[config.mk]
export PLATFORM = sky130hd
export DESIGN_NAME = trigger_io
export DESIGN_NICKNAME = d
export VERILOG_FILES = /design/src/rtl/trigger_io.sv
export SDC_FILE = /design/constraint.sdc
export NUM_CORES = 1
export LEC_CHECK = 0
export ABC_AREA = 1
export CAP_MARGIN = 15
export CORE_MARGIN = 1
export CORE_UTILIZATION = 56
export CTS_CLUSTER_SIZE = 30
export DETAILED_ROUTE_END_ITERATION = 16
export PLACE_DENSITY = 0.94
export SLEW_MARGIN = 20
export SYNTH_ARGS = -nofsm -noshare
export SYNTH_HDL_FRONTEND = slang
export SYNTH_SLANG_ARGS = --single-unit
export TNS_END_PERCENT = 5
[constraint.sdc]
create_clock -name clk -period 4 [get_ports clk]
set_clock_uncertainty 0.05 [all_clocks]
set_input_delay 1.2 -clock clk [delete_from_list [all_inputs] [get_ports clk]]
set_output_delay 1.2 -clock clk [all_outputs]
set_load 0.005 [all_outputs]
[src/rtl/trigger_io.sv]
// rtl/trigger_io.sv - push-button debounce/trigger stretcher and a0 light/change monitor
module trigger_io #(
    parameter int DEBOUNCE_CYCLES = 16,
    parameter int HOLD_CYCLES     = 4
) (
    input  logic        clk,
    input  logic        rst,
    input  logic        btn,
    input  logic [31:0] a0,
    output logic        trigger,
    output logic [7:0]  lights,
    output logic        a0_change,
    output logic [15:0] press_count
);

    localparam int CNT_MAX = (DEBOUNCE_CYCLES > HOLD_CYCLES) ? DEBOUNCE_CYCLES : HOLD_CYCLES;
    localparam int CNT_W   = $clog2(CNT_MAX + 1);

    localparam logic [CNT_W-1:0] DB_LAST   = CNT_W'(DEBOUNCE_CYCLES - 1);
    localparam logic [CNT_W-1:0] HOLD_LAST = CNT_W'(HOLD_CYCLES - 1);
    localparam logic [CNT_W-1:0] CNT_ONE   = CNT_W'(1);

    typedef enum logic [2:0] {
        IDLE     = 3'd0,
        DB_PRESS = 3'd1,
        FIRE     = 3'd2,
        WAIT_REL = 3'd3,
        DB_REL   = 3'd4
    } state_t;

    logic             s1_q;
    logic             btn_s_q;
    state_t           state_q, state_d;
    logic [CNT_W-1:0] cnt_q, cnt_d;
    logic             trigger_q;
    logic [15:0]      press_count_q, press_count_d;
    logic [31:0]      a0_q;
    logic [7:0]       lights_q;
    logic             a0_vld_q;
    logic             a0_change_q;

    // Two-flop synchroniser bringing the asynchronous button into the clk domain
    always_ff @(posedge clk or negedge rst) begin
        if (!rst) begin
            s1_q    <= 1'b0;
            btn_s_q <= 1'b0;
        end else begin
            s1_q    <= btn;
            btn_s_q <= s1_q;
        end
    end

    // Debounce FSM: next state, shared counter and saturating press counter
    always_comb begin
        state_d       = state_q;
        cnt_d         = cnt_q;
        press_count_d = press_count_q;
        case (state_q)
            IDLE: begin
                if (btn_s_q) begin
                    state_d = DB_PRESS;
                    cnt_d   = '0;
                end
            end
            DB_PRESS: begin
                if (!btn_s_q) begin
                    state_d = IDLE;
                    cnt_d   = '0;
                end else if (cnt_q == DB_LAST) begin
                    state_d = FIRE;
                    cnt_d   = '0;
                    if (press_count_q != 16'hFFFF) begin
                        press_count_d = press_count_q + 16'd1;
                    end
                end else begin
                    cnt_d = cnt_q + CNT_ONE;
                end
            end
            FIRE: begin
                // The button level is deliberately ignored while the pulse is stretched
                if (cnt_q == HOLD_LAST) begin
                    state_d = WAIT_REL;
                    cnt_d   = '0;
                end else begin
                    cnt_d = cnt_q + CNT_ONE;
                end
            end
            WAIT_REL: begin
                if (!btn_s_q) begin
                    state_d = DB_REL;
                    cnt_d   = '0;
                end
            end
            DB_REL: begin
                if (btn_s_q) begin
                    state_d = WAIT_REL;
                    cnt_d   = '0;
                end else if (cnt_q == DB_LAST) begin
                    state_d = IDLE;
                    cnt_d   = '0;
                end else begin
                    cnt_d = cnt_q + CNT_ONE;
                end
            end
            default: begin
                state_d = IDLE;
                cnt_d   = '0;
            end
        endcase
    end

    // FSM state, counter and registered trigger (high for every cycle spent in FIRE)
    always_ff @(posedge clk or negedge rst) begin
        if (!rst) begin
            state_q       <= IDLE;
            cnt_q         <= '0;
            trigger_q     <= 1'b0;
            press_count_q <= 16'd0;
        end else begin
            state_q       <= state_d;
            cnt_q         <= cnt_d;
            trigger_q     <= (state_d == FIRE);
            press_count_q <= press_count_d;
        end
    end

    // a0 monitor: mirror low byte onto lights and flag any change of the full word
    always_ff @(posedge clk or negedge rst) begin
        if (!rst) begin
            a0_q        <= 32'd0;
            lights_q    <= 8'd0;
            a0_vld_q    <= 1'b0;
            a0_change_q <= 1'b0;
        end else begin
            a0_q        <= a0;
            lights_q    <= a0[7:0];
            a0_vld_q    <= 1'b1;
            a0_change_q <= a0_vld_q && (a0 != a0_q);
        end
    end

    assign trigger     = trigger_q;
    assign lights      = lights_q;
    assign a0_change   = a0_change_q;
    assign press_count = press_count_q;

endmodule

# ---- After elaboration in Yosys (flattened, before gate mapping)
# Index checks and enable logic that the tools add are counted.
dict set report word_totals {
  output_inout_bits 26
  ff_bits 69
  in_bits 35
}
dict set report op_classes {
  n_reduce_logical 4
  mux 15
  n_eq_ne 11
  addsub 2
}
# operator n
set op_table {}
lappend op_table {{$ne A32 B32 Y1} 1}
lappend op_table {{$mux W5} 6}
lappend op_table {{$pmux W5 S5} 1}
lappend op_table {{$mux W3} 7}
lappend op_table {{$add A16 B1 Y16 const B} 1}
lappend op_table {{$ne A16 B16 Y1 const B} 1}
lappend op_table {{$pmux W3 S5} 1}
lappend op_table {{$eq A3 B2 Y1 const B} 3}
lappend op_table {{$add A5 B1 Y5 const B} 1}
lappend op_table {{$eq A5 B2 Y1 const B} 1}
lappend op_table {{$eq A5 B4 Y1 const B} 1}
lappend op_table {{$ne A2 B2 Y1 const B} 2}
lappend op_table {{$reduce_and A4 Y1} 1}
lappend op_table {{$eq A3 B1 Y1 const B} 1}
lappend op_table {{$eq A3 B3 Y1 const B} 1}
lappend op_table {{$logic_not A3 Y1} 1}
lappend op_table {{$reduce_and A2 Y1} 1}
lappend op_table {{$logic_and A1 B1 Y1} 1}

# ---- Longest topological paths before layout
# Gate-level depths: netlist of run 1.
dict set report logic_depth {
  depth_word 5
  mapped_depth 11
}

# ---- Least setup slack after synthesis of run 1
# Ideal clock, no wire load.
dict set report synth_path {
  path_kind {input port to flip-flop}
  startpoint {in a0[2]}
  endpoint {reg a0_change_q, in the netlist a0_change}
  stages 9
  setup_ns 0.115
  arrival_ns 1.699
  slack_ns 2.136
  t_required_ns 3.835
  n_path_buf 0
  path_cell_list {inv_1 > nand2_1 > nand2_1 > nor2_1 > nand2_1 > nor2_1 > nand2_1 > nor2_1 > nor2_1}
}
dict set report synth_via {
  elab_chain_cells 2
}
# element line_no
set synth_lines {}
lappend synth_lines {{start: declaration} 9} ;# input logic [31:0] a0,
lappend synth_lines {{$ne A32 B32 Y1} 138} ;# a0_change_q <= a0_vld_q && (a0 != a0_q);
lappend synth_lines {{$logic_and A1 B1 Y1} 138}
lappend synth_lines {{end signal: assignment} 138}
lappend synth_lines {{end: declaration} 40} ;# logic a0_change_q;
# Every way passes these cells.
# A chain may end at the register's enable or synchronous reset.

# ---- Worst setup path after layout of run 1
dict set report layout_path {
  startpoint {reg press_count_q[8], in the netlist press_count[8]}
  endpoint {out press_count[8]}
}
# element line_no
set layout_lines {}
lappend layout_lines {{start: declaration} 36} ;# logic [15:0] press_count_q, press_count_d;
lappend layout_lines {{start signal: assignment} 123} ;# press_count_q <= press_count_d;
lappend layout_lines {{end: declaration} 13} ;# output logic [15:0] press_count
# No word-level cell between the ends.

==> results, run 1 <==
- The flow ran to the end, and the final reports show no timing, DRC or antenna violations.
- The width of the chip is 77.1 um.
- The die is a little under 80 um tall.
- The total length of routed met2 wires is 3430 um.
- The total CTS buffers is 9.
- The effective utilization at floorplan is about three fifths.
- In the routed design, unresolved DRC markers number 0.
- The max-cap check violation count is 0.
- The largest vdd supply drop is around 0.24 mV.
- The critical path class is reg -> out.
- The count of antenna-violating nets left after detailed routing is 0.
- The total number of H-tree levels is 3.
- Setup violations remaining at the end of the flow were counted as 0.
- After layout, the worst path uses ~64% of the clock period.
- Setup repair after global routing left no endpoint under its margin.
- The worst setup path is captured at a primary output.
- The total congestion overflow is 0.
- The sequential-to-total area share from yosys stat is between 40% and 50%.
- The area added between synthesis and finish is 24.1%.
- The initialized floorplan defines 26 standard-cell rows.
- The net count of the mapped netlist is around 450.
- The path type of the worst min-delay path is reg -> reg.
- Headroom to the max-slew limit came out at just over 60%.
- The number of ports placed on the die boundary is 61.
- The proportion of layout cells with a drive suffix above 1 is around 8.5%.
- The kind of cell with the highest combined delay on the critical path is buffers and inverters.
- The arrival time at the worst endpoint is around 1.3 ns.
- By area the synthesized netlist is led by sky130_fd_sc_hd__dfrtp_1 48%, sky130_fd_sc_hd__nand2_1 14%, sky130_fd_sc_hd__inv_1 8.3%.
- The total negative slack is 0 ns.
- Entering global routing, the biggest net connects 38 pins.
- The number of fill cells in the layout is between 300 and 400.
- The via count is 2,657.
- The design draws about 1.3 mW.
- The count of routing violations after the opening detailed-route iteration is around 160.
- The kind of start point of the critical path is a register.
- The cell type with the largest total area after synthesis is sky130_fd_sc_hd__dfrtp_1.
- The number of setup buffers added after CTS is 0.
- In this design, the stage delay of the slowest critical-path cell is 0.54 ns.
- The top-area cell type share of the netlist area is approximately half.
- The clock sink count is ~60.
- The post-synthesis cell count is between 400 and 500.
- The data required time at the worst endpoint is about 2.8 ns.
- The later pin in the worst-skew pair is clocked with a latency of around 0.33 ns.
- The via count of the first global-routing pass is around 2,700.
- The critical path goes through clkdlybuf4s50_1.
- The share of async-settable or async-resettable flops after synthesis is 100%.
- The die covers approximately 5900 um2.
- The detailed router put a total of 2550 um of wire on met1.
- Across the whole layout, storage elements account for 1530 um2.
- The longest clock path from root to sink contains 2 buffers.
- For this design, the CTS-stage hold fixing added 0 buffers.
- In the final layout, the multi-input gates occupy 1250 um2.
- The final wirelength is between 6000 and 7000 um.
- For this run, the total global-route usage over all layers was measured as around a quarter.
- The first global-routing pass estimated 11,200 um of wire.
- Buffers placed on the I/O ports in this run total 60.
- The half-perimeter wire length after placement is approximately 4700 um.
- The actual transition at the worst max-transition pin is about 0.56 ns.
- The cell with the biggest individual delay on the critical path is sky130_fd_sc_hd__clkdlybuf4s50_1.
- The clock-pin slew on the worst setup and hold paths is approximately 0.06 ns.
- The number of distinct library cells after synthesis is 31.
- The sum of met3 wire segment lengths after detailed routing is between 200 and 250 um.
- Routed signal wires occupy layers up through met4.
- The count of state elements after synthesis is 61.
- For this design the ratio of total power to cell area is about 330 nW/um2.
- The clock tree from TritonCTS is yes.
- The static leakage is 1.98 nW.
- The count of buffer and inverter cells on the critical path is 1.
- Subtracting the final worst setup slack from the clock period gives approximately 2.6 ns.
- The number of iterations in the first detailed-routing pass is 4.
- The quantity of gates resized following cts is 0.
- At the end of routability-driven placement, the weighted congestion stood at between 0.8 and 0.9.
- The number of antenna violations at the first check in global routing is 0.
- The post-synthesis instance area is 3160 um2.
- The number of antenna repair diodes is 0.
- The area of the placeable core is between 5000 and 6000 um2.
- Yosys mapped a number of flops with a built-in enable equal to 0.
- The tree is rooted in a sky130_fd_sc_hd__clkbuf_8.
- The total number of nets in the final design is just over 500.
- The post-detailed-route via-to-cell ratio is 4.89.
- The max-slew violation total from the final report is 0.
- The routed length per placed instance is roughly 12 um.
- Derived from the worst setup path, the maximum achievable clock frequency is 389 MHz.
- In this run the worst path has a maximum fanout of 6.
- After synthesis, the mean cell area works out to slightly below 8 um2.
- The count of final hold-check violations was 0.
- During synthesis, Yosys emitted a total of 0 warnings.
- For this run, the leading register cell type out of synthesis is sky130_fd_sc_hd__dfrtp_1.
per-layer routing:
metal  GRT usage [%]  up-vias
met5               0        -
met4            11.1        0
met3            3.93       12
met2            44.3       65
met1            26.2     1246
li1                -     1334
placed cells by master (no fill, tap or decap), types with 3 or more instances in the layout:
cell	instances
sky130_fd_sc_hd__clkbuf_8	10
sky130_fd_sc_hd__clkdlybuf4s50_1	59
sky130_fd_sc_hd__clkinv_2	3
sky130_fd_sc_hd__dfrtp_1	61
sky130_fd_sc_hd__ha_1	4
sky130_fd_sc_hd__inv_1	70
sky130_fd_sc_hd__nand2_1	119
sky130_fd_sc_hd__nand3_1	13
sky130_fd_sc_hd__nand3_2	5
sky130_fd_sc_hd__nand4_1	4
sky130_fd_sc_hd__nor2_1	70
sky130_fd_sc_hd__nor3_1	5
sky130_fd_sc_hd__o21ai_0	6
sky130_fd_sc_hd__o21ai_2	8
sky130_fd_sc_hd__xor2_1	11
cells in the mapped netlist (2+ instances only):
library cell and instances:
sky130_fd_sc_hd__ha_1 4, sky130_fd_sc_hd__xor2_1 11, sky130_fd_sc_hd__o21ai_0 6, sky130_fd_sc_hd__buf_12 2
sky130_fd_sc_hd__inv_1 70, sky130_fd_sc_hd__o21ai_2 8, sky130_fd_sc_hd__inv_2 2, sky130_fd_sc_hd__buf_4 8
sky130_fd_sc_hd__nand4_1 4, sky130_fd_sc_hd__nand2_1 119, sky130_fd_sc_hd__nor2_1 70, sky130_fd_sc_hd__nor2_2 2
sky130_fd_sc_hd__nand3_2 5, sky130_fd_sc_hd__nor3_2 2, sky130_fd_sc_hd__nor3_1 5, sky130_fd_sc_hd__nand3_1 13
sky130_fd_sc_hd__dfrtp_1 61
through the flow:
step                      hold slack, ns  area (um2)  cells  setup slack (ns)  utilization, %
after global placement             0.286        3750    527              1.43            71.1
after CTS                          0.302        3920    543              1.42            74.3
after global routing               0.315        3920    543              1.39            74.3
after floorplan                    0.281        3160    406              2.14               -
final                              0.304        3920    543              1.43            74.3
after detailed placement           0.288        3750    527              1.39            71.1
final timing paths:
path                       cells after the start         endpoint            from  slack, ns
max                                            1   press_count[8]  press_count[8]       1.43
min                                            0          btn_s_q            s1_q       0.30
max reg2reg                                   11   press_count[7]        cnt_q[0]       1.96
max in group asynchronous                      2         a0_q[18]             rst       2.22
min reg2reg                                    0          btn_s_q            s1_q       0.30
min in group asynchronous                      1  press_count[15]             rst       0.80
registers in the layout (all words and copies together) (netlist names):
name	count
a0_q	25
press_count	16
lights	7
cnt_q	5
state_q	3
a0_change	1
a0_vld_q	1
btn_s_q	1
s1_q	1
trigger	1
report_power, final:
part | switching, mW | total, mW | internal [mW]
combinational | 0.0742 | 0.143 | 0.0692
clock | 0.230 | 0.470 | 0.240
sequential | 0.0215 | 0.667 | 0.646
total | 0.326 | 1.28 | 0.955
kinds of logic after synthesis:
group                      after synthesis  share of synthesized area, %
DFF                                     61                          48.4
and+or+nand+nor                        226                          30.5
buffers and inverters                   84                          12.1
AOI/OAI and AO/OA                       18                          4.00
adders and majority gates                4                          1.59
xor gates and xnor gates                12                          3.33
other                                    1                         0.119
final cells by class:
class | count | share of cell area, %
Timing Repair Buffer | 61 | 15.4
Inverter | 74 | 7.22
Sequential cell | 61 | 39.0
Clock inverter | 4 | 0.607
Multi-Input combinational cell | 261 | 31.8
Tap cell | 70 | 2.24
Clock buffer | 12 | 3.71
Note: power is estimated with default switching activity, not from simulation.
==> run 2, diff against run 1 <==
CORE_UTILIZATION = 52   (was 56)
PLACE_DENSITY = 0.89   (was 0.94)
clock period = 2.5 ns   (was 4 ns; I/O delays follow)
==> results, run 2 (synthesis gave the netlist of run 1 again) <==
- The relative slew slack is 64.2% (was 62.3%).
- The sequential standard cell area is 1530 um2 (unchanged).
- The path type of the worst min-delay path was reg -> reg (unchanged).
- The number of setup violations in the final report is 0 (unchanged).
- The max-cap check violation count is 0 (unchanged).
- The hold path startpoint is s1_q (unchanged).
- The kind of cell with the highest combined delay on the critical path is buffers and inverters (unchanged).
- The proportion of layout cells with a drive suffix above 1 came to 8.67% (was 8.46%).
- The number of iterations in the first detailed-routing pass was 4 (unchanged).
- Most used cells in the layout excluding fill and tap cells: 119 x sky130_fd_sc_hd__nand2_1, 70 x sky130_fd_sc_hd__inv_1, 70 x sky130_fd_sc_hd__nor2_1 (unchanged).
- The total number of H-tree levels was 3 (unchanged).
- The effective utilization at floorplan is 53.6% (was 59.9%).
- RSZ-0062 raised after global routing: no (unchanged).
- The flip-flop count of the largest register, all copies and words added is 25 (unchanged).
- The power density normalized to cell area came to 536 nW/um2 (was 327 nW/um2).
- The actual transition at the worst max-transition pin was 0.537 ns (was 0.565 ns).
- The total number of nets in the final design is 508 (was 507).
- The count of hold buffers inserted by post-cts repair is 0 (unchanged).
- The largest vdd supply drop is 0.375 mV (was 0.244 mV).
- The critical path class is reg -> out (unchanged).
- Result of the run: finished clean (unchanged).
- The clock period minus final worst setup slack is between 2 and 2.5 ns.
- The worst reg2reg path startpoint is cnt_q[0] (unchanged).
- The flop-to-flop setup slack was 0.46 ns (was 1.96 ns).
- The vertical extent of the die is 79.9 um (was 77.1 um).
- The final core utilization is 67.2% (was 74.3%).
- The insertion delay of the later-clocked pin in the worst-skew pair is 0.33 ns (about the same).
- The via count was 2,613 (was 2,657).
- The clock root buffer is sky130_fd_sc_hd__clkbuf_8 (unchanged).
- The data required time at the worst endpoint is 1.70 ns (was 2.75 ns).
- The number of fill cells in the layout was 479 (was 389).
- The capturing element of the worst setup path is press_count[8] (unchanged).
- The post-route DRC violation count is 0 (unchanged).
- The area of the multi-input gates was 1250 um2 (unchanged).
- The logic depth of the worst path, buffers included is 1 (unchanged).
- The quantity of gates resized following cts is 0 (unchanged).
- The top achievable clock speed is between 400 and 500 MHz.
- The clock sink count is 61 (unchanged).
- The endpoint of the most critical register-to-register path is press_count[7] (unchanged).
- The total CTS buffers is 9 (unchanged).
- The routed length per placed instance was 10.8 um (was 11.6 um).
- The number of cells in the finished layout apart from fillers is 548 (was 543).
- The number of antenna repair diodes is 0 (unchanged).
- The number of antenna violations at the first check in global routing came to 0 (unchanged).
- The count of standard-cell rows came to 28 (was 26).
- The final wirelength came to 5940 um (was 6280 um).
- The count of antenna-violating nets left after detailed routing is 0 (unchanged).
- The arrival time at the worst endpoint is 1.32 ns (about the same).
- The most common library cell in the layout ignoring fill and taps is sky130_fd_sc_hd__nand2_1 (unchanged).
- The routability congestion estimate from global placement was 0.908 (was 0.891).
- Of the available clock period, the critical path in the final layout requires 84.9%.
- The number of ports placed on the die boundary came to 61 (unchanged).
- The clock tree from TritonCTS is yes (unchanged).
- The clock-pin slew on the worst setup and hold paths is 0.07 ns (was 0.06 ns).
- The width of the chip is 79.9 um (was 77.1 um).
- The half-perimeter wire length after placement is 4630 um (was 4710 um).
- The count of routing violations after the opening detailed-route iteration is 122 (was 156).
- Chain of cells forming the critical path: clkdlybuf4s50_1 (unchanged).
- The kind of start point of the critical path is a register (unchanged).
- The depth of the worst register-to-register path is 11 (unchanged).
- The area of the placeable core came to 5890 um2 (was 5270 um2).
- The largest net degree at the start of global routing is 26 (was 38).
- The buffer depth of the longest clock path is 2 (unchanged).
- The capturing element type of the critical path was a primary output (unchanged).
- The highest fanout seen on the critical path was 6 (unchanged).
- The critical path startpoint is press_count[8] (unchanged).
- The count of final hold-check violations is 0 (unchanged).
- The cell with the biggest individual delay on the critical path is sky130_fd_sc_hd__clkdlybuf4s50_1 (unchanged).
- The most flop-heavy register is a0_q (unchanged).
- The area added between synthesis and finish is 25.3% (was 24.1%).
- The number of buffers added for setup after CTS is 0 (unchanged).
- The via count of the first global-routing pass is 2,494 (was 2,741).
- The count of input and output buffers is 60 (unchanged).
- The count of buffer and inverter cells on the critical path is 1 (unchanged).
- The total congestion overflow is 0 (unchanged).
- The max-slew violation total from the final report is 0 (unchanged).
- The post-detailed-route via-to-cell ratio is 4.77 (was 4.89).
- The delay of the slowest critical-path stage is 0.54 ns (about the same).
- The area of the die came to 6380 um2 (was 5940 um2).
- The global router's overall resource usage is 20.6% (was 23.8%).
- The total negative slack came to 0 ns (unchanged).
- The static leakage came to 1.99 nW (was 1.98 nW).
- The global-route wire length before repair was 10,000 um (was 11,200 um).
- The cell count after placement came to 533 (was 527).
==> run 2: cell types whose count changed in the layout (fill, tap and decap cells not counted), sizes merged <==
cell | previous run | this run
clkbuf | 12 | 10
buf | 2 | 3
clkinvlp | 0 | 1
bufinv | 0 | 1
clkinv | 5 | 4
==> run 2: how the worst min path moves through the flow <==
stage / end / slack (ns) / cells after the start
finish: btn_s_q / 0.29 / 0
global route: btn_s_q / 0.30 / 0
CTS: btn_s_q / 0.30 / 0
detailed placement: btn_s_q / 0.28 / 0
global placement: btn_s_q / 0.28 / 0
floorplan: btn_s_q / 0.28 / 0
==> run 2: layer usage <==
layer / routed length (um) / track usage, % / vias up
met5: 0 / 0 / -
met4: 63 / 7.68 / 0
met3: 284 / 6.97 / 6
met2: 3140 / 37.3 / 60
met1: 2450 / 22.0 / 1204
li1: - / - / 1343
==> run 2: cell type report <==
class | count | share of cell area (%)
Clock buffer | 10 | 3.23
Clock inverter | 5 | 1.33
Timing Repair Buffer | 62 | 15.8
Inverter | 74 | 7.15
Multi-Input combinational cell | 261 | 31.5
Tap cell | 75 | 2.37
Sequential cell | 61 | 38.6
==> run 2: stage by stage <==
| stage | hold slack [ns] | cell area (um2) | worst slack, ns | total power, mW |
|---|---|---|---|---|
| floorplan | 0.281 | 3160 | 0.799 | 1.19 |
| global placement | 0.283 | 3770 | 0.403 | 1.30 |
| detailed placement | 0.285 | 3770 | 0.331 | 1.32 |
| CTS | 0.295 | 3950 | 0.361 | 2.14 |
| global route | 0.296 | 3950 | 0.198 | 2.21 |
| finish | 0.294 | 3950 | 0.378 | 2.12 |
==> run 2: worst reg2reg max path, cell delays in order, from the launching register on <==
cell and delay (ns):
sky130_fd_sc_hd__dfrtp_1 0.41, sky130_fd_sc_hd__ha_1 0.19, sky130_fd_sc_hd__inv_1 0.05, sky130_fd_sc_hd__nor3_1 0.21, sky130_fd_sc_hd__ha_1 0.27, sky130_fd_sc_hd__inv_1 0.10, sky130_fd_sc_hd__nor2_4 0.14, sky130_fd_sc_hd__nand2_4 0.11
sky130_fd_sc_hd__inv_6 0.20, sky130_fd_sc_hd__nand2_1 0.08, sky130_fd_sc_hd__nand2_1 0.06, sky130_fd_sc_hd__nand2_1 0.05
==> run 2: where the power goes <==
part           internal [mW]  switching (mW)  total [mW]  leakage, nW
registers               1.03          0.0352        1.07        0.765
clock network          0.449           0.372       0.821       0.0919
logic                  0.113           0.116       0.229         1.14
total                   1.60           0.523        2.12         1.99
